### config.mk
export PLATFORM = sky130hd
export DESIGN_NAME = prog_loader_flat
export DESIGN_NICKNAME = d
export VERILOG_FILES = /design/src/rtl/prog_loader_if.sv /design/src/rtl/prog_loader.sv /design/src/flat_wrapper.sv
export SDC_FILE = /design/constraint.sdc
export NUM_CORES = 1
export LEC_CHECK = 0
export ABC_CLOCK_PERIOD_IN_PS = 4300
export CORE_MARGIN = 4
export CORE_UTILIZATION = 53
export DETAILED_ROUTE_END_ITERATION = 12
export PLACE_DENSITY = 0.87
export SETUP_SLACK_MARGIN = 0.15
export SLEW_MARGIN = 10
export SYNTH_ARGS = -nofsm -noshare
export SYNTH_HDL_FRONTEND = slang
export SYNTH_SLANG_ARGS = --single-unit
### constraint.sdc
create_clock -name clk1 -period 4.3 [get_ports clk1]
set_input_delay 1.29 -clock clk1 [delete_from_list [all_inputs] [get_ports clk1]]
set_output_delay 1.29 -clock clk1 [all_outputs]
set_load 0.01 [all_outputs]
### src/rtl/prog_loader_if.sv
// prog_loader_if -- byte-stream and memory-write bundle of the program loader.
//
// Signals:
//   in_valid   source has a byte on in_data
//   in_data    stream byte
//   in_ready   loader can accept (always high)
//   mem_we     one-cycle memory write strobe
//   mem_addr   word write address
//   mem_wdata  word write data
//   cpu_run    program loaded and verified; processor run gate
//   busy       frame in progress (LEN, DATA, CHK)
//   err        last frame rejected
//   word_cnt   words written in the current/last frame
//
// Modports:
//   master  the loader side (drives ready, memory write and status)
//   slave   the stream source / memory / processor side
interface prog_loader_if #(
  parameter int AW = 5
);
  logic          in_valid;
  logic [7:0]    in_data;
  logic          in_ready;
  logic          mem_we;
  logic [AW-1:0] mem_addr;
  logic [31:0]   mem_wdata;
  logic          cpu_run;
  logic          busy;
  logic          err;
  logic [AW:0]   word_cnt;

  modport master (
    input  in_valid,
    input  in_data,
    output in_ready,
    output mem_we,
    output mem_addr,
    output mem_wdata,
    output cpu_run,
    output busy,
    output err,
    output word_cnt
  );

  modport slave (
    output in_valid,
    output in_data,
    input  in_ready,
    input  mem_we,
    input  mem_addr,
    input  mem_wdata,
    input  cpu_run,
    input  busy,
    input  err,
    input  word_cnt
  );
endinterface

### src/rtl/prog_loader.sv
// prog_loader -- write side of the processor's instruction/data memory.
//
// Accepts a framed byte stream (SYNC, N, 4*N data bytes, XOR checksum),
// assembles big-endian 32-bit words and writes them from address 0 upward.
// cpu_run is raised only after the checksum of a complete frame matches.
//
// Ports:
//   clk1  rising-edge clock, shared with the fetch/writeback stages
//   rst   asynchronous active-high reset
//   bus   prog_loader_if.master: byte stream in, memory write and status out
module prog_loader #(
  parameter int         DEPTH = 32,
  parameter int         AW    = 5,
  parameter logic [7:0] SYNC  = 8'hA5
) (
  input  logic           clk1,
  input  logic           rst,
  prog_loader_if.master  bus
);

  localparam int LW = AW + 1;

  localparam logic [2:0] S_IDLE = 3'd0;
  localparam logic [2:0] S_LEN  = 3'd1;
  localparam logic [2:0] S_DATA = 3'd2;
  localparam logic [2:0] S_CHK  = 3'd3;
  localparam logic [2:0] S_DONE = 3'd4;
  localparam logic [2:0] S_ERR  = 3'd5;

  logic [2:0]    state_reg;
  logic [AW:0]   len_reg;
  logic [AW:0]   word_cnt_reg;
  logic [1:0]    byte_idx_reg;
  logic [7:0]    chk_reg;
  logic [23:0]   shift_reg;   // only the three older bytes need keeping
  logic          mem_we_reg;
  logic [AW-1:0] mem_addr_reg;
  logic [31:0]   mem_wdata_reg;

  logic          xfer;
  logic [31:0]   word_next;
  logic [AW:0]   cnt_inc;
  logic          len_bad;

  assign xfer      = bus.in_valid & bus.in_ready;
  assign word_next = {shift_reg, bus.in_data};
  assign cnt_inc   = word_cnt_reg + LW'(1);
  // Zero length or longer than the memory; rejecting here is what keeps
  // mem_addr from ever wrapping.
  assign len_bad   = (bus.in_data == 8'd0) ||
                     ({24'd0, bus.in_data} > 32'(DEPTH));

  always_ff @(posedge clk1 or posedge rst) begin
    if (rst) begin
      state_reg     <= S_IDLE;
      len_reg       <= '0;
      word_cnt_reg  <= '0;
      byte_idx_reg  <= '0;
      chk_reg       <= '0;
      shift_reg     <= '0;
      mem_we_reg    <= 1'b0;
      mem_addr_reg  <= '0;
      mem_wdata_reg <= '0;
    end else begin
      // Strobe is a single cycle; address/data hold between writes.
      mem_we_reg <= 1'b0;
      if (xfer) begin
        case (state_reg)
          S_IDLE, S_DONE, S_ERR: begin
            // Outside a frame only SYNC matters; leaving DONE drops
            // cpu_run on this same edge, before any word is rewritten.
            if (bus.in_data == SYNC) begin
              state_reg    <= S_LEN;
              word_cnt_reg <= '0;
              chk_reg      <= '0;
              byte_idx_reg <= '0;
            end
          end
          S_LEN: begin
            if (len_bad) begin
              state_reg <= S_ERR;
            end else begin
              len_reg   <= LW'(bus.in_data);
              state_reg <= S_DATA;
            end
          end
          S_DATA: begin
            shift_reg    <= word_next[23:0];
            chk_reg      <= chk_reg ^ bus.in_data;
            byte_idx_reg <= byte_idx_reg + 2'd1;
            if (byte_idx_reg == 2'd3) begin
              mem_we_reg    <= 1'b1;
              mem_addr_reg  <= word_cnt_reg[AW-1:0];
              mem_wdata_reg <= word_next;
              word_cnt_reg  <= cnt_inc;
              // Last word: its write strobe lands in the first CHK cycle.
              if (cnt_inc == len_reg) begin
                state_reg <= S_CHK;
              end
            end
          end
          S_CHK: begin
            state_reg <= (bus.in_data == chk_reg) ? S_DONE : S_ERR;
          end
          default: begin
            state_reg <= S_IDLE;
          end
        endcase
      end
    end
  end

  // Status is decoded straight from the state register, so reset clears it
  // immediately along with everything else.
  assign bus.in_ready  = 1'b1;
  assign bus.mem_we    = mem_we_reg;
  assign bus.mem_addr  = mem_addr_reg;
  assign bus.mem_wdata = mem_wdata_reg;
  assign bus.word_cnt  = word_cnt_reg;
  assign bus.cpu_run   = (state_reg == S_DONE);
  assign bus.err       = (state_reg == S_ERR);
  assign bus.busy      = (state_reg == S_LEN) || (state_reg == S_DATA) ||
                         (state_reg == S_CHK);

endmodule

### src/flat_wrapper.sv
// flat-port wrapper written by rule: the top's interface ports become plain ports
module prog_loader_flat 
#(
  parameter int         DEPTH = 32,
  parameter int         AW    = 5,
  parameter logic [7:0] SYNC  = 8'hA5
)
  (clk1, rst, bus_in_valid, bus_in_data, bus_in_ready, bus_mem_we, bus_mem_addr, bus_mem_wdata, bus_cpu_run, bus_busy, bus_err, bus_word_cnt);
  prog_loader_if #(.AW(AW)) bus_i ();
  input  logic clk1;
  input  logic rst;
  input wire logic [$bits(bus_i.in_valid)-1:0] bus_in_valid;
  input wire logic [$bits(bus_i.in_data)-1:0] bus_in_data;
  output wire logic [$bits(bus_i.in_ready)-1:0] bus_in_ready;
  output wire logic [$bits(bus_i.mem_we)-1:0] bus_mem_we;
  output wire logic [$bits(bus_i.mem_addr)-1:0] bus_mem_addr;
  output wire logic [$bits(bus_i.mem_wdata)-1:0] bus_mem_wdata;
  output wire logic [$bits(bus_i.cpu_run)-1:0] bus_cpu_run;
  output wire logic [$bits(bus_i.busy)-1:0] bus_busy;
  output wire logic [$bits(bus_i.err)-1:0] bus_err;
  output wire logic [$bits(bus_i.word_cnt)-1:0] bus_word_cnt;
  assign bus_i.in_valid = bus_in_valid;
  assign bus_i.in_data = bus_in_data;
  assign bus_in_ready = bus_i.in_ready;
  assign bus_mem_we = bus_i.mem_we;
  assign bus_mem_addr = bus_i.mem_addr;
  assign bus_mem_wdata = bus_i.mem_wdata;
  assign bus_cpu_run = bus_i.cpu_run;
  assign bus_busy = bus_i.busy;
  assign bus_err = bus_i.err;
  assign bus_word_cnt = bus_i.word_cnt;
  prog_loader #(.DEPTH(DEPTH), .AW(AW), .SYNC(SYNC)) u_core (.clk1(clk1), .rst(rst), .bus(bus_i));
endmodule
Word level (Yosys, flattened, before mapping) --
Index checks and enable logic that the tools add are counted.
Operators by class: add/sub/neg operators 2, $lt $le $gt $ge 1, equal/unequal tests 12, mux-type cells 16, bitwise gates (word level) 2, reduce and logical (&&, ||, !) cells 13
Operators by type and width (count):
- $pmux 8 s2 | 1
- $mux 3 | 4
- $mux 6 | 2
- $pmux 3 s4 | 1
- $pmux 6 s2 | 1
- $reduce_and 3->1 | 3
- $eq 8x8->1 | 1
- $eq 8x8->1 const B | 1
- $gt 8x6->1 const B | 1
- $logic_not 8->1 | 1
- $mux 8 | 1
- $reduce_and 4->1 | 2
- $xor 8x8->8 | 1
- $add 6x1->6 const B | 1
- $eq 3x2->1 const B | 2
- $eq 3x3->1 const B | 2
- $eq 6x6->1 | 1
- $ne 2x1->1 const B | 3
- $mux 1 | 4
- $pmux 2 s2 | 1
- $eq 3x1->1 const B | 1
- $logic_not 3->1 | 1
- $logic_or 1x1->1 | 3
- $reduce_or 3->1 | 1
- other kinds (6) | 6
Word-level totals: register bits 87, logic and storage cells 55

Longest topological paths before layout --
Gate-level depths: netlist of run 1.
word-level depth 5, depth in mapped cells 7, depth with buffers taken out 6

Worst setup path after synthesis of run 1 --
Ideal clock, no wire load.
path kind in2reg, start point input bus_in_data[1], end point register u_core.len_reg[0], data arrival time 2.839 ns, required time 4.175 ns, path slack 1.336 ns, stages 6, path buffers 1, cell sequence or3_1 -> or4_1 -> and2_1 -> and3_1 -> buf_6 -> mux2_4
Between the ends: longest elaborated chain between the ends 4
RTL lines:
- from (decl) | line flat_wrapper.sv:13 | input wire logic [$bits(bus_i.in_data)-1:0] bus_in_data;
- $gt 8x6->1 or $logic_not 8->1 (tied branches) | line prog_loader.sv:51, prog_loader.sv:50
- $logic_or 1x1->1 (*) | line prog_loader.sv:50 | assign len_bad = (bus.in_data == 8'd0) ||
- $not 1->1 (no line) (*)
- $reduce_and 3->1 (no line) (*)
- to (signal assigned) | line prog_loader.sv:83 | len_reg <= LW'(bus.in_data);
- to (decl) | line prog_loader.sv:31 | logic [AW:0] len_reg;
Mark *: on every way between the ends. The rest lies on a longest branch, timed or not. A chain may end at the register's enable or synchronous reset.

Worst setup path after layout of run 1 --
start point input bus_in_data[1], end point register u_core.word_cnt_reg[5], in the netlist u_core.bus.word_cnt[5]
Between the ends: longest elaborated chain between the ends 3
RTL lines:
- $eq 8x8->1 | line prog_loader.sv:72 | if (bus.in_data == SYNC) begin
- $ne 2x1->1 (no line)
- $reduce_and 4->1 (no line)
- to (signal assigned) | line prog_loader.sv:95 | word_cnt_reg <= cnt_inc;
- to (decl) | line prog_loader.sv:32 | logic [AW:0] word_cnt_reg;
No other way between the ends.

==> flow_summary.ini, run 1 <==
[timing]
slew_headroom_pct = 27.0
fmax_mhz = 293
worst_clock_skew_ns = 0.00951
period_share_pct = 79.5
hold_viol_final = 0
hold-worst-slack_ns = 0.476
final_max_slew_viol_count = 0
tightest_slew_ns = 1.09
summed_negative_setup_slack_over_all_endpoints_ns = 0
final.min_clock_period_ns = 3.42
rsz0062_at_grt = false
setup-violations-final = 0

[clocking]
cts-htree-levels = 3
cts.sink_count = 87
cts-root-to-sink-buffers = 2
tritoncts = yes
insertion_delay_ns = 0.35
cts.hold.buffers_added = 0
post_cts_setup_repair_bufs = 0
clk_root_buffer_cell = clkbuf_8
cts-buffers-inserted = 9
clk_pin_slew_ns = 0.09
cts_resized = 0

[synthesis]
number_of_enable_flip_flop_cells_after_synthesis = 0
synth_largest_type_area_fraction_pct = 58.0
post_synth_inst_count = 390
mappedNetlistNets = 403
yosys_warnings = 0
synthesized_area_divided_by_synthesized_cell_count_sq_um = 9.63
largest_cells_by_area_after_synthesis = dfrtp_1 58%, nand2_1 16%, mux2_2 3.3%, o21ai_0 2.7%, mux2_4 2.4%
yosysTopAreaCell = dfrtp_1
seq_area_frac_synth_pct = 58.0
post_synth_instance_area_sq_um = 3750
postSynth.asyncResetShare_pct = 100
synth_seq_cells = 87
netlist-cell-type-count = 43
prevailing_post_synth_register_cell = dfrtp_1

[cells_and_area]
area_growth_syn_to_layout_pct = 22.7
share_of_layout_cells_above_drive_strength_1_pct = 8.91
finish.net_count = 457
num-fill-cells = 545
antenna_cells = 0
flip_flop_count_of_the_largest_register_after_layout = 32

[global_route]
first_global_vias = 2908
grt_usage_pct = 20.7
grt_max_degree = 42
overflow = 0
first_pass_grt_wire_length_um = 14000
grt_antenna_before_repair = 0

[route]
drt_first_pass_iters = 4
route.antenna.remaining_nets = 0
drt_first_iter_violations = 215
num_vias = 2909
route.final.wire_length_um = 8240
route.detailed.vias_per_inst = 5.34
drt-wirelength-per-cell_um = 15.1
post-route-drc-count = 0

[critical_path]
cp-endpoint = u_core.bus.word_cnt[5]
cp-startpoint = bus_in_data[1]
worst_ep_required_time_ns = 4.50
worstReg2RegStart = u_core.state_reg[1]
critical_path.max_stage_delay_ns = 0.54
worst_ep_arrival_time_ns = 3.61
rr_worst_depth = 6
slowest_stage = clkdlybuf4s50_1
critPathCaptureType = flip-flop
r2r_end = u_core.chk_reg[5]
timing.reg2reg.setup_slack_ns = 2.14
critical_path.max_fanout = 6
path_cells = clkdlybuf4s50_1 -> or3_1 -> o31ai_1 -> o221ai_1 -> nor2_1 -> a31oi_1
critPathLaunchType = input port
kind_of_critical_path = in2reg

[floorplanning]
die_h_um = 92.2
dieWidth_um = 92.2
rows = 30
dieArea_sq_um = 8500
initial_utilization_pct = 55.0
pin_count = 59
coreArea_sq_um = 6830

[hold_path]
holdCritPathClass = reg2reg

[power]
power_mw = 3.11
power.density_cell_area_nw_per_um2 = 676
worst_ir_drop_vdd_uv = 344
power.leakage_nw = 2.25

[run]
drv_cap = 0

[placement]
gp_congestion = 0.835
place.detailed.hpwl_um = 5520
io_buffer_count = 57

[status]
run_status = complete, no violations
-- critical path, delay by kind of cell --
kind | cells | cell delay [ns]
AO/OA/AOI/OAI | 3 | 0.77
buffers and inverters | 1 | 0.54
AND/OR/NAND/NOR | 2 | 1.00
-- metal layers --
metal  vias to the layer above  share of wire, %  track usage, %  wire length, um
met5                         -                 0               0                0
met1                      1400                44            27.2             3620
met3                        18               5.0            3.36              414
met2                       109                49            33.5             4040
li1                       1382                 -               -                -
met4                         0               2.0            9.90              168
-- synth_stat cells, types with 2 or more instances --
cell,instances
mux2i_1,3
inv_1,7
o31ai_1,2
buf_2,3
nand3_1,3
a21oi_1,6
mux2_2,11
and2_1,3
ha_1,2
mux2_4,6
and3_1,4
o21ai_0,20
xnor2_1,9
dfrtp_1,87
or3_1,2
nand2_1,158
clkbuf_1,14
xor2_1,7
o22ai_1,2
nand3b_1,3
nor2_1,12
a31oi_1,2
nand4_1,4
-- through the flow --
stage	std cells	worst slack (ns)	instance area, sq um	util (%)
detailed placement	529	0.613	4410	64.5
global route	545	0.786	4610	67.4
finish	545	0.883	4610	67.4
global placement	529	0.673	4410	64.5
floorplan	390	0.760	3750	-
CTS	545	0.919	4610	67.4
-- final cells by class --
cell class	instances	area [sq um]	share of cell area, %
flip-flops and latches	87	2180	47.3
multi-input cells	276	1470	31.8
repair buffers	63	616	13.4
clock buffers	12	145	3.15
well taps	96	120	2.61
clock inverters	4	53.8	1.17
inverters	7	27.5	0.598
-- power breakdown --
| group | switching [mW] | leakage (nW) | internal [mW] | total (mW) |
|---|---|---|---|---|
| Clock | 0.287 | 0.0932 | 0.287 | 0.575 |
| Sequential | 0.250 | 1.13 | 1.15 | 1.40 |
| Combinational | 0.555 | 1.03 | 0.589 | 1.14 |
| Total | 1.09 | 2.25 | 2.02 | 3.11 |
-- cell families after synthesis --
logic type / Yosys count / share of synthesized area, %
AO/OA/AOI/OAI: 41 / 6.56
multiplexers: 20 / 6.50
other: 1 / 0.0999
XOR/XNOR: 16 / 3.73
AND/OR/NAND/NOR: 196 / 21.4
adder cells (fa/ha/maj): 2 / 0.666
buffers and inverters: 27 / 3.10
flip-flops: 87 / 58.0
-- placed cells by master, fill, tap and decap left out, types with 3 or more instances in the layout --
cell | synthesis | layout
inv_1 | 7 | 6
and3_1 | 4 | 4
xor2_1 | 7 | 7
dfrtp_1 | 87 | 87
xnor2_1 | 9 | 9
mux2_2 | 11 | 11
nand2_1 | 158 | 158
mux2i_1 | 3 | 3
clkdlybuf4s50_1 | 0 | 57
o21ai_0 | 20 | 20
nand4_1 | 4 | 4
nand3b_1 | 3 | 3
clkbuf_8 | 0 | 10
a21oi_1 | 6 | 6
nor2_1 | 12 | 12
buf_4 | 1 | 6
and2_1 | 3 | 3
mux2_4 | 6 | 6
-- how the worst min path moves through the flow --
stage	start	endpoint	slack, ns	cells after the start
after floorplan	u_core.shift_reg[16]	u_core.bus.mem_wdata[24]	0.44	2
after global placement	u_core.shift_reg[22]	u_core.bus.mem_wdata[30]	0.45	2
after detailed placement	u_core.shift_reg[21]	u_core.bus.mem_wdata[29]	0.46	2
after CTS	u_core.shift_reg[21]	u_core.bus.mem_wdata[29]	0.48	2
after global routing	u_core.bus.mem_wdata[17]	u_core.bus.mem_wdata[17]	0.50	2
final	u_core.bus.mem_wdata[20]	u_core.bus.mem_wdata[20]	0.48	2
(Power assumes the default switching activity.)
==> run 2: changes to the inputs <==
ABC_CLOCK_PERIOD_IN_PS = 3400   (was 4300)
clock period = 3.4 ns   (was 4.3 ns; I/O delays follow)
==> flow_summary.ini, run 2 (synthesized netlist as in run 1, its figures left out) <==
[cells_and_area]
multi_input_area_sq_um = 1470
mostFrequentLayoutCells = 158 x nand2_1, 87 x dfrtp_1, 57 x clkdlybuf4s50_1, 20 x o21ai_0, 12 x nor2_1
num-fill-cells = 519
commonest_non_fill_non_tap_cell_in_the_layout = nand2_1
post-route-util_pct = 68.2
flip_flop_count_of_the_largest_register_after_layout = 32
layout.area.seq_sq_um = 2180
share_of_layout_cells_above_drive_strength_1_pct = 10.5
antenna_cells = 0
area_growth_syn_to_layout_pct = 24.0
finish.net_count = 463
final_design_area_no_fill_sq_um = 4660

[timing]
slew_headroom_pct = 62.4
fmax_mhz = 337
summed_negative_setup_slack_over_all_endpoints_ns = 0
worst_clock_skew_ns = 0.00976
final_max_slew_viol_count = 0
rsz0062_at_grt = false
finalWorstSetupSlack_ns = 0.430
hold_viol_final = 0
tightest_slew_ns = 0.563
final.min_clock_period_ns = 2.97
period_share_pct = 87.4
setup-violations-final = 0

[critical_path]
worst_ep_arrival_time_ns = 3.21
critical_path.max_stage_delay_ns = 0.47
kind_of_critical_path = in2reg
worst-path-buf-inv = 1
path_cells = clkdlybuf4s50_1 -> or3_1 -> or4_1 -> and2_1 -> and3_1 -> mux2_4
critical_path.max_fanout = 7
worst_ep_required_time_ns = 3.64
timing.reg2reg.setup_slack_ns = 1.38
critPathLaunchType = input port
slowest_stage = clkdlybuf4s50_1
critPathCaptureType = flip-flop
cell_family_contributing_the_most_delay_on_the_critical_path = simple AND/OR/NAND/NOR gates

[floorplanning]
die_h_um = 92.2
initial_utilization_pct = 55.0
rows = 30
pin_count = 59
dieArea_sq_um = 8500
coreArea_sq_um = 6830
dieWidth_um = 92.2

[power]
power.leakage_nw = 2.28
combinationalPowerShare_pct = 37.9
switching_power_mw = 1.42
clock_power_share_pct = 17.3
switching_share_pct = 36.2
power.density_cell_area_nw_per_um2 = 844
proportion_of_power_drawn_by_flip_flops_and_latches_pct = 44.7
internal_power_mw = 2.50
worst_ir_drop_vdd_uv = 423

[route]
route.detailed.vias_per_inst = 5.42
num_vias = 2987
route.antenna.remaining_nets = 0
drt_first_iter_violations = 355
route.final.wire_length_um = 8340
post-route-drc-count = 0
drt-wirelength-per-cell_um = 15.1
drt_first_pass_iters = 4

[global_route]
grt_max_degree = 88
first_pass_grt_wire_length_um = 14100
grt_antenna_before_repair = 0
overflow = 0
grt_usage_pct = 20.9
first_global_vias = 2946

[hold_path]
holdCritPathClass = reg2reg

[clocking]
cts-buffers-inserted = 9
cts.sink_count = 87
cts-root-to-sink-buffers = 2
post_cts_setup_repair_bufs = 0
clk_pin_slew_ns = 0.09
insertion_delay_ns = 0.36
cts_resized = 0
tritoncts = yes
cts-htree-levels = 3
cts.hold.buffers_added = 0
clk_root_buffer_cell = clkbuf_8

[run]
drv_cap = 0

[placement]
place.detailed.hpwl_um = 5570
placement.cell_area_sq_um = 4470
minimum_setup_slack_after_placement_ns = 0.0980
gp_congestion = 0.896
io_buffer_count = 57

[status]
run_status = complete, no violations
## run 2: cell count changes in the layout (fill, tap and decap cells not counted)
cell / before / now
inv_6: 1 / 2
clkinv_2: 1 / 0
clkinv_4: 0 / 3
bufinv_16: 1 / 0
buf_12: 0 / 1
clkbuf_1: 2 / 0
buf_4: 6 / 11
## run 2: area by class of cell
class	count	area share (%)
tap	96	2.58
timing repair buffer	69	14.5
sequential	87	46.8
clock buffer	10	2.96
clock inverter	6	1.10
inverter	7	0.645
multi-input combinational	276	31.5
## run 2: worst min-delay path: cells and delay by family (launching register included)
kind | cells | cell delay, ns
flip-flops | 1 | 0.35
AND/OR/NAND/NOR | 2 | 0.10
## run 2: through the flow
stage	std cells	hold WS (ns)	total power [mW]
after floorplan	390	0.439	2.54
after global placement	535	0.453	3.17
after detailed placement	535	0.455	3.26
after CTS	551	0.475	3.95
after global routing	551	0.499	4.19
final	551	0.475	3.93
## run 2: final timing paths
kind,to,from,cells after the start
max,u_core.len_reg[1],bus_in_data[1],6
max reg2reg,u_core.bus.word_cnt[5],u_core.state_reg[1],6
min in group asynchronous,u_core.bus.mem_wdata[19],rst,3
min reg2reg,u_core.bus.mem_wdata[26],u_core.shift_reg[18],2
max in group asynchronous,u_core.bus.mem_wdata[2],rst,3
min,u_core.bus.mem_wdata[26],u_core.shift_reg[18],2
## run 2: layer usage
layer / global-route usage [%] / wire length (um) / up-vias
met4: 8.54 / 189 / 0
met3: 3.12 / 387 / 17
li1: - / - / 1390
met2: 33.9 / 4010 / 110
met1: 28.2 / 3750 / 1470
met5: 0 / 0 / -
## run 2: power by group through the flow
stage	clock [mW]	combinational (mW)	sequential (mW)
floorplan	0	0.751	1.79
global placement	0	1.41	1.75
detailed placement	0	1.49	1.77
CTS	0.694	1.50	1.75
global route	0.731	1.64	1.82
finish	0.680	1.49	1.76
